**src/rtl/fir_coef_loader_pkg.sv**
```systemverilog
// Shared FIR definitions: loader FSM encoding and default datapath sizing.
package fir_coef_loader_pkg;

  localparam int unsigned NTAPS_DEF      = 21;
  localparam int unsigned COEF_W_DEF     = 16;
  localparam int unsigned SETTLE_CYC_DEF = 21;
  localparam int unsigned LOAD_CNT_W     = 5;

  typedef enum logic [1:0] {
    ST_IDLE   = 2'd0,
    ST_LOAD   = 2'd1,
    ST_SETTLE = 2'd2,
    ST_DONE   = 2'd3
  } fir_state_t;

  // Settle counter width; a zero-length settle still needs a 1-bit counter.
  function automatic int unsigned settle_w(input int unsigned n);
    return (n == 0) ? 1 : $clog2(n + 1);
  endfunction

endpackage

```
**src/rtl/fir_coef_loader_if.sv**
```systemverilog
// Valid/ready coefficient stream feeding the loader.
interface fir_coef_loader_if
  import fir_coef_loader_pkg::*;
#(
  parameter int unsigned COEF_W = COEF_W_DEF
) ();

  logic [COEF_W-1:0] s_data;
  logic              s_valid;
  logic              s_ready;

  modport master (output s_data, output s_valid, input  s_ready);
  modport slave  (input  s_data, input  s_valid, output s_ready);

endinterface

```
**src/rtl/fir_coef_loader.sv**
```systemverilog
// Loads NTAPS coefficients into the FIR coefficient chain, then holds mute
// for one delay-line flush before reporting completion.
module fir_coef_loader
  import fir_coef_loader_pkg::*;
#(
  parameter int unsigned NTAPS      = NTAPS_DEF,
  parameter int unsigned COEF_W     = COEF_W_DEF,
  parameter int unsigned SETTLE_CYC = SETTLE_CYC_DEF
) (
  input  logic                  clk,
  input  logic                  reset_n,
  input  logic                  start,
  input  logic                  abort,
  fir_coef_loader_if.slave      s,
  output logic [COEF_W-1:0]     coef_out,
  output logic                  coef_shift,
  output logic                  mute,
  output logic                  busy,
  output logic [LOAD_CNT_W-1:0] load_count,
  output logic                  done,
  output logic                  aborted
);

  localparam int unsigned          SW          = settle_w(SETTLE_CYC);
  localparam logic [LOAD_CNT_W-1:0] NTAPS_CNT  = LOAD_CNT_W'(NTAPS);
  localparam logic [LOAD_CNT_W-1:0] LAST_CNT   = LOAD_CNT_W'(NTAPS - 1);
  localparam logic [SW-1:0]         SETTLE_LAST =
    SW'((SETTLE_CYC == 0) ? 0 : SETTLE_CYC - 1);

  fir_state_t              state_q, state_d;
  logic [SW-1:0]           settle_q, settle_d;
  logic [COEF_W-1:0]       coef_d;
  logic                    shift_d, mute_d, busy_d, done_d, aborted_d;
  logic [LOAD_CNT_W-1:0]   cnt_d;
  logic                    xfer;

  assign s.s_ready = (state_q == ST_LOAD);
  assign xfer      = s.s_valid && (state_q == ST_LOAD);

  // Next state and next registered outputs.
  always_comb begin
    state_d   = state_q;
    settle_d  = settle_q;
    coef_d    = coef_out;
    shift_d   = 1'b0;
    cnt_d     = load_count;
    aborted_d = 1'b0;

    case (state_q)
      ST_IDLE: begin
        if (start && !abort) begin
          state_d = ST_LOAD;
          cnt_d   = '0;
        end
      end
      ST_LOAD: begin
        if (abort) begin
          // A word arriving with abort is dropped, not shifted or counted.
          state_d   = ST_IDLE;
          aborted_d = 1'b1;
        end else if (xfer) begin
          shift_d = 1'b1;
          coef_d  = s.s_data;
          if (load_count < NTAPS_CNT) cnt_d = load_count + LOAD_CNT_W'(1);
          if (load_count >= LAST_CNT) begin
            settle_d = '0;
            state_d  = (SETTLE_CYC == 0) ? ST_DONE : ST_SETTLE;
          end
        end
      end
      ST_SETTLE: begin
        if (abort) begin
          state_d   = ST_IDLE;
          aborted_d = 1'b1;
        end else if (settle_q == SETTLE_LAST) begin
          state_d = ST_DONE;
        end else begin
          settle_d = settle_q + SW'(1);
        end
      end
      ST_DONE: state_d = ST_IDLE;
      default: state_d = ST_IDLE;
    endcase

    busy_d = (state_d == ST_LOAD) || (state_d == ST_SETTLE);
    mute_d = busy_d;
    done_d = (state_d == ST_DONE);
  end

  // State and output registers.
  always_ff @(posedge clk or negedge reset_n) begin
    if (!reset_n) begin
      state_q    <= ST_IDLE;
      settle_q   <= '0;
      coef_out   <= '0;
      coef_shift <= 1'b0;
      mute       <= 1'b0;
      busy       <= 1'b0;
      load_count <= '0;
      done       <= 1'b0;
      aborted    <= 1'b0;
    end else begin
      state_q    <= state_d;
      settle_q   <= settle_d;
      coef_out   <= coef_d;
      coef_shift <= shift_d;
      mute       <= mute_d;
      busy       <= busy_d;
      load_count <= cnt_d;
      done       <= done_d;
      aborted    <= aborted_d;
    end
  end

endmodule

```
**src/flat_wrapper.sv**
```systemverilog
// flat-port wrapper written by rule: the top's interface ports become plain ports
module fir_coef_loader_flat import fir_coef_loader_pkg::*;
#(
  parameter int unsigned NTAPS      = NTAPS_DEF,
  parameter int unsigned COEF_W     = COEF_W_DEF,
  parameter int unsigned SETTLE_CYC = SETTLE_CYC_DEF
)
  (clk, reset_n, start, abort, coef_out, coef_shift, mute, busy, load_count, done, aborted, s_s_data, s_s_valid, s_s_ready);
  fir_coef_loader_if #(.COEF_W(COEF_W)) s_i ();
  input  logic clk;
  input  logic reset_n;
  input  logic start;
  input  logic abort;
  output logic [COEF_W-1:0] coef_out;
  output logic coef_shift;
  output logic mute;
  output logic busy;
  output logic [LOAD_CNT_W-1:0] load_count;
  output logic done;
  output logic aborted;
  input wire logic [$bits(s_i.s_data)-1:0] s_s_data;
  input wire logic [$bits(s_i.s_valid)-1:0] s_s_valid;
  output wire logic [$bits(s_i.s_ready)-1:0] s_s_ready;
  assign s_i.s_data = s_s_data;
  assign s_i.s_valid = s_s_valid;
  assign s_s_ready = s_i.s_ready;
  fir_coef_loader #(.NTAPS(NTAPS), .COEF_W(COEF_W), .SETTLE_CYC(SETTLE_CYC)) u_core (.clk(clk), .reset_n(reset_n), .start(start), .abort(abort), .s(s_i), .coef_out(coef_out), .coef_shift(coef_shift), .mute(mute), .busy(busy), .load_count(load_count), .done(done), .aborted(aborted));
endmodule
```
**config.mk**
```make
export PLATFORM = sky130hd
export DESIGN_NAME = fir_coef_loader_flat
export DESIGN_NICKNAME = d
export VERILOG_FILES = /design/src/rtl/fir_coef_loader_pkg.sv /design/src/rtl/fir_coef_loader_if.sv /design/src/rtl/fir_coef_loader.sv /design/src/flat_wrapper.sv
export SDC_FILE = /design/constraint.sdc
export NUM_CORES = 1
export LEC_CHECK = 0
export CAP_MARGIN = 20
export CELL_PAD_IN_SITES_DETAIL_PLACEMENT = 1
export CELL_PAD_IN_SITES_GLOBAL_PLACEMENT = 1
export CORE_UTILIZATION = 34
export DETAILED_ROUTE_END_ITERATION = 10
export PLACE_DENSITY = 0.74
export SYNTH_ARGS = -nofsm -noshare
export SYNTH_HDL_FRONTEND = slang
export SYNTH_SLANG_ARGS = --single-unit
```
**constraint.sdc**
```tcl
create_clock -name clk -period 2.2 [get_ports clk]
set_input_delay 0.33 -clock clk [delete_from_list [all_inputs] [get_ports clk]]
set_output_delay 0.33 -clock clk [all_outputs]
set_load 0.02 [all_outputs]
```
==> results of run 1 <==
==> cell families (layout without fill, tap and decap cells) <==
| logic type | Yosys count | count (layout) | share of synthesized area (%) |
|---|---|---|---|
| buffers and inverters | 15 | 70 | 4.01 |
| and+or+nand+nor | 88 | 88 | 25.7 |
| muxes | 1 | 1 | 0.708 |
| AOI/OAI and AO/OA | 26 | 26 | 12.2 |
| adders and majority gates | 9 | 9 | 7.08 |
| DFF | 32 | 32 | 50.4 |
==> Yosys cell counts (all sizes together) (2+ instances only) <==
master,number
nand3,8
and4b,2
nor2,5
nand2,58
nor3,2
o22a,2
nand2b,2
inv,8
or4b,2
o211ai,4
ha,9
or4,2
o21ai,7
nand4b,2
clkbuf,2
a22o,2
buf,4
a21oi,2
o311ai,2
dfrtp,32
==> layout make-up <==
cell class	count	area, µm²	share of cell area [%]
inverter	9	33.8	1.51
clock inverter	2	10.0	0.447
tap	52	65.1	2.91
clock buffer	6	82.6	3.69
sequential	32	801	35.8
multi-input combinational	124	728	32.5
timing repair buffer	53	518	23.1
==> worst reg2reg max path, delay by kind of cell, from the launching register on <==
| kind | cells | cell delay, ps |
|---|---|---|
| simple gates | 2 | 500 |
| flops | 1 | 380 |
| fa+ha+maj | 1 | 250 |
| buf+inv | 1 | 120 |
| compound gates | 2 | 720 |
==> metrics by stage <==
stage,cells,cell area (µm²),worst slack [ps],hold slack [ps]
floorplan,171,1590,75.7,34.4
global placement,270,2140,108,459
detailed placement,270,2140,19.1,467
CTS,278,2240,72.5,464
global route,278,2240,23.3,502
finish,278,2240,130,450
==> timing repair <==
item,CTS,global route
endpoints found under the hold margin,0,0
setup endpoints to repair,1,1
gates resized for setup,1,1
==> worst max-delay path by stage <==
stage,from,end,slack (ps),depth (start not counted)
detailed placement,s_s_valid,u_core.mute,20,6
global placement,s_s_valid,u_core.mute,110,6
CTS,u_core.state_q[1],s_s_ready,70,3
finish,u_core.state_q[1],u_core.load_count[3],130,6
floorplan,u_core.state_q[1],u_core.mute,80,7
global route,u_core.state_q[1],u_core.load_count[2],20,6
==> power groups by stage <==
| stage | clock [mW] | combinational [mW] | sequential, mW |
|---|---|---|---|
| finish | 0.465 | 1.35 | 0.952 |
| detailed placement | 0 | 1.36 | 0.967 |
| CTS | 0.483 | 1.37 | 0.956 |
| floorplan | 0 | 0.513 | 1.16 |
| global route | 0.511 | 1.47 | 0.985 |
| global placement | 0 | 1.30 | 0.947 |
==> cell usage in the layout (no fill, tap or decap), drive strengths merged <==
master	n
nand2	58
clkdlybuf4s50	46
dfrtp	32
ha	9
inv	8
nand3	8
o21ai	7
clkbuf	6
buf	6
nor2	5
o211ai	4
clkinv	3
nand4b	2
a21oi	2
or4	2
o311ai	2
nor3	2
a22o	2
nand2b	2
o22a	2
or4b	2
and4b	2
a211oi	1
nand3b	1
o31a	1
a31oi	1
and2	1
nor2b	1
a2111o	1
or2	1
o41ai	1
or3	1
a2111oi	1
a211o	1
mux2	1
dlymetal6s2s	1
==> registers in the layout, indices dropped and copies added, names as in the netlist <==
signal and cells:
u_core.load_count 5, u_core.state_q 2, u_core.mute 1, u_core.settle_q 5, u_core.aborted 1, u_core.done 1
u_core.coef_shift 1, u_core.coef_out 16
==> metal layers <==
metal / wire length, µm / vias to the layer above / GRT usage [%]
li1: - / 693 / -
met4: 85 / 0 / 8.67
met1: 1770 / 692 / 21.2
met5: 0 / - / 0
met2: 2050 / 40 / 32.9
met3: 225 / 8 / 4.91
==> summary.md, run 1 <==
| Metric | Value |
|---|---|
| Hold Vio Cnt, Final | `0` |
| Arrival @ worst endpoint | `2240 ps` |
| Measured slew at the worst slew-check pin | `436 ps` |
| Total core area | `4410 µm²` |
| Clk sinks | `32` |
| Comb power frac | `48.7%` |
| Post-DR wirelength/cell | `14.8 µm` |
| GR Util All Layers | `18.8%` |
| Vias per cell | `5.15` |
| Post-synth EDFFs | `0` |
| Cell taking the most area after synthesis | `dfrtp_1` |
| Async SR Flop Fraction | `100%` |
| WP data required | `2370 ps` |
| Antenna cell count | `0` |
| Starting Density | `36.0%` |
| Row cnt | `24` |
| Crit-path max cell delay | `480 ps` |
| Tmin final | `2070 ps` |
| Layout filler cell count | `508` |
| PD cells | `1230 nW/µm²` |
| Clk Latency, worst-skew pair | `290 ps` |
| Die area | `4950 µm²` |
| Detail Placement HPWL | `3.15 mm` |
| Synth Flop Type | `dfrtp_1` |
| Cells after Synth | `171` |
| Die height | `70.4 µm` |
| WS Path Type | `flip-flop to flip-flop` |
| Setup Viol. Count Final | `0` |
| Layout cells sized above 1 | `8.41%` |
| RD Place Congestion | `0.804` |
| Flop pwr share | `34.5%` |
| Result of the run | `complete, no violations` |
| Antenna-violating nets left | `0` |
| R2R cell count | `6` |
| Max-Cap Viols | `0` |
| Post-Route Utilization | `50.7%` |
| RSZ-0062 raised after global routing | `no` |
| Post-synthesis register bit count | `32` |
| Post-CTS Hold Fix Bufs | `0` |
| Initial antenna violation count | `0` |
| CP startpoint kind | `flip-flop` |
| Share of the synthesized area in the top cell type | `50.4%` |
| First-pass GRT wire length | `7.29 mm` |
| Worst path top cell family by delay | `compound AO/OA/AOI/OAI gates` |
| Worst min-delay path class | `input pin to async pin` |
| Inserted Clock Buffers | `5` |
| Sw Ratio | `39.4%` |
| CP max FO | `8` |
| Peak supply drop | `0.000553 V` |
| Nets | `255` |
| Residual DRC | `0` |
| H-tree lvl count | `2` |
| Overall power | `2.76 mW` |
| CTS tree | `yes` |
| Clk_skew | `2.87 ps` |
| Pin count of the biggest net entering global routing | `33` |
| Post-synthesis sequential area ratio | `50.4%` |
| First drt pass iteration count | `3` |
| Leak Pwr | `1.03 nW` |
| Postcts setup bufs | `0` |
| Vias | `1,433` |
| Fin crit share | `94.1%` |
| Synth Net Count | `201` |
| CP cell instances | `inv_1, ha_2, nor2b_1, a2111o_1, or2_2, a22o_1` |
| Internal power | `1.67 mW` |
| Psw | `1.09 mW` |
| FF-to-FF Start | `u_core.state_q[1]` |
| FF-to-FF setup slack | `130 ps` |
| Area growth syn-to-layout | `40.8%` |
| Total I/O pin count | `48` |
| Cell Area, Synth | `1590 µm²` |
| Die W | `70.4 µm` |
| Library cells used by synthesis | `36` |
| Max Fclk | `0.483 GHz` |
| Worst rel slew slack | `70.7%` |
| Setup crit end kind | `flip-flop` |
| Buffers added on ports | `47` |
| Root buf cell | `clkbuf_8` |
| Syn Area/Cell | `9.30 µm²` |
| Clk slew on worst S/H paths | `70 ps` |
| Clock share of power | `16.8%` |
| Total Neg Setup Slack | `0 ps` |
| Vias in the first global route | `1,554` |
| Detailed Route Iter0 Violations | `52` |
| Yosys warnings | `0` |
| Pins over their slew limit | `0` |
| WP buf/inv | `1` |
| CTS max path bufs | `2` |
| Routed WL | `4.13 mm` |
| Grt ovf | `0` |
| Largest cells by area after synthesis | `dfrtp_1, nand2_1, ha_1` |
| R2R Path End | `u_core.load_count[3]` |
| CP max stage cell | `a2111o_1` |
No activity file was read; power rests on OpenSTA's default activity.
==> run 2, diff against run 1 <==
--- a/config.mk
+++ b/config.mk
@@ -10,6 +10,7 @@
 export CELL_PAD_IN_SITES_GLOBAL_PLACEMENT = 1
 export CORE_UTILIZATION = 34
 export DETAILED_ROUTE_END_ITERATION = 10
+export HOLD_SLACK_MARGIN = 0.05
 export PLACE_DENSITY = 0.74
 export SYNTH_ARGS = -nofsm -noshare
 export SYNTH_HDL_FRONTEND = slang
==> results of run 2 <==
Final layout, timing and power as in run 1 (identical DEF).
==> run 3, diff against run 2 <==
==> constraint.sdc (replaced) <==
create_clock -name clk -period 2.1 [get_ports clk]
set_input_delay 0.315 -clock clk [delete_from_list [all_inputs] [get_ports clk]]
set_output_delay 0.315 -clock clk [all_outputs]
set_load 0.02 [all_outputs]
==> run 3 against run 2 <==
Effect of this change: sequential power rose by 5%; utilization rose by 0.91 points; fmax rose by 4.5%; count of clock-buffer cells in the layout fell by 1; largest cell class unchanged; first-iteration DRC count fell by 12%; worst setup slack got worse by 12 ps; via count fell by 0.42%; hold slack got worse by 18 ps; register-to-register slack barely moved; clock power rose by 29%; sequential share of layout area fell by 0.63 points.
==> summary.md, run 3 (synthesized netlist as in run 1, its figures left out) <==
| Metric | Value |
|---|---|
| Row cnt | `24 (unchanged)` |
| Die height | `70.4 µm (unchanged)` |
| Clk_skew | `8.79 ps (+5.93 ps)` |
| Biggest regs | `u_core.coef_out: 16 flops, u_core.load_count: 5 flops, u_core.settle_q: 5 flops` |
| Clk sinks | `32 (unchanged)` |
| Vias in the first global route | `1,600 (+3.0%)` |
| Hold Vio Cnt, Final | `0 (unchanged)` |
| Grt ovf | `0 (unchanged)` |
| Max Fclk | `0.505 GHz (+4.5%)` |
| CP startpoint kind | `flip-flop` |
| Reg with most FFs | `u_core.coef_out` |
| Residual DRC | `0 (unchanged)` |
| CP max FO | `7 (-1)` |
| Starting Density | `36.0% (unchanged)` |
| Total Neg Setup Slack | `0 ps (unchanged)` |
| Nets | `257 (+0.78%)` |
| WS Path Type | `flip-flop to flip-flop` |
| Pins over their slew limit | `0 (unchanged)` |
| Post-DR wirelength/cell | `15.4 µm (+3.6%)` |
| Measured slew at the worst slew-check pin | `422 ps (-14.6 ps)` |
| Leak Pwr | `1.03 nW (+0.15%)` |
| Area of the multi-input gates | `738 µm² (+1.4%)` |
| WP data required | `2300 ps (-70 ps)` |
| Commonest non-fill, non-tap cell in the layout | `nand2_1` |
| Reg area | `801 µm² (unchanged)` |
| Peak supply drop | `0.000474 V (-14%)` |
| Crit-path max cell delay | `500 ps (+20 ps)` |
| CP max stage cell | `a2111o_1` |
| First drt pass iteration count | `4 (+1)` |
| Total core area | `4410 µm² (unchanged)` |
| GR Util All Layers | `19.2% (+0.41 points)` |
| Worst min-delay path class | `input pin to async pin` |
| Die area | `4950 µm² (unchanged)` |
| Routed WL | `4.31 mm (+4.3%)` |
| Inserted Clock Buffers | `5 (unchanged)` |
| Root buf cell | `clkbuf_8` |
| Tmin final | `1980 ps (-88.4 ps)` |
| WP buf/inv | `1 (unchanged)` |
| Antenna-violating nets left | `0 (unchanged)` |
| Final Hold Slack | `432 ps (-18.1 ps)` |
| Max-Cap Viols | `0 (unchanged)` |
| Detail Placement HPWL | `3.20 mm (+1.8%)` |
| RD Place Congestion | `0.828 (+3.0%)` |
| First-pass GRT wire length | `7.51 mm (+3.1%)` |
| Postcts setup bufs | `0 (unchanged)` |
| WL met3 | `216 µm (-4.0%)` |
| Met2 routed WL | `2.20 mm (+7.7%)` |
| Fin crit share | `94.4% (+0.27 points)` |
| Setup crit end kind | `flip-flop` |
| Initial antenna violation count | `0 (unchanged)` |
| H-tree lvl count | `2 (unchanged)` |
| CP cell instances | `inv_2, ha_1, a2111o_1, or4_1, o211ai_1` |
| Result of the run | `complete, no violations` |
| Worst rel slew slack | `71.9% (+1.2 points)` |
| Total I/O pin count | `48 (unchanged)` |
| Arrival @ worst endpoint | `2180 ps (-60 ps)` |
| Buffers added on ports | `47 (unchanged)` |
| Layout cells sized above 1 | `10.1% (+1.7 points)` |
| Detailed Route Iter0 Violations | `46 (-12%)` |
| Area growth syn-to-layout | `43.3%` |
| Number of flip-flops in the largest register | `16 (unchanged)` |
| CTS tree | `yes` |
| Post-CTS Hold Fix Bufs | `0 (unchanged)` |
| Top sig layer | `met4` |
| Die W | `70.4 µm (unchanged)` |
| RSZ-0062 raised after global routing | `no` |
| Setup Viol. Count Final | `0 (unchanged)` |
| Pin count of the biggest net entering global routing | `33 (unchanged)` |
| PD cells | `1330 nW/µm² (+7.9%)` |
| Met1 WL | `1.86 mm (+4.7%)` |
| CTS max path bufs | `2 (unchanged)` |
| Vias | `1,427 (-0.42%)` |
| Commonest cells after routing, fill and taps aside | `nand2_1, clkdlybuf4s50_1, dfrtp_1` |
| Antenna cell count | `0 (unchanged)` |
| Vias per cell | `5.10 (-1.1%)` |
| Clk slew on worst S/H paths | `70 ps (about the same)` |
| Layout filler cell count | `509 (+0.20%)` |
| Worst path top cell family by delay | `compound AO/OA/AOI/OAI gates` |
| Clk Latency, worst-skew pair | `290 ps (about the same)` |
## run 3: cell type report
cell class	count	area share (%)
Multi-Input combinational cell	124	32.4
Sequential cell	32	35.1
Tap cell	52	2.86
Clock inverter	3	1.87
Timing Repair Buffer	55	23.2
Inverter	9	1.48
Clock buffer	5	3.02
## run 3: final timing paths
path	startpoint	slack (ps)	cells past startpoint	endpoint
worst max-delay path	u_core.state_q[0]	120	5	u_core.load_count[2]
worst min-delay path	reset_n	430	2	u_core.coef_out[2]
worst max register to register	u_core.state_q[0]	120	5	u_core.load_count[2]
worst min register to register	u_core.coef_out[6]	480	2	u_core.coef_out[6]
max in group asynchronous	reset_n	1360	2	u_core.settle_q[3]
min in group clk	u_core.coef_out[6]	480	2	u_core.coef_out[6]
## run 3: timing repair
item | CTS | global route
gates resized for setup | 2 | 2
pin swaps | 0 | 1
hold endpoints to repair | 0 | 0
endpoints found under the setup margin | 2 | 2
cloned | 0 | 0
## run 3: metrics by stage
step                      worst slack, ps  utilization (%)  cell area, µm²  instances  total power, mW
after CTS                            39.0             51.6            2280        280             3.08
final                                 118             51.6            2280        280             3.03
after floorplan                      72.4                -            1590        171             1.76
after global placement               76.7             48.9            2160        272             2.36
after global routing                 39.6             51.6            2280        280             3.24
after detailed placement             5.96             48.9            2160        272             2.45
## run 3: per-layer routing
layer  GRT usage [%]  up-vias
met4            4.22        0
met1            22.5      689
li1                -      699
met3            5.48        4
met5               0        -
met2            34.5       35
## run 3: power breakdown
group	switching [mW]	internal (mW)	total, mW
Clock	0.247	0.351	0.598
Combinational	0.771	0.661	1.43
Sequential	0.165	0.839	1.00
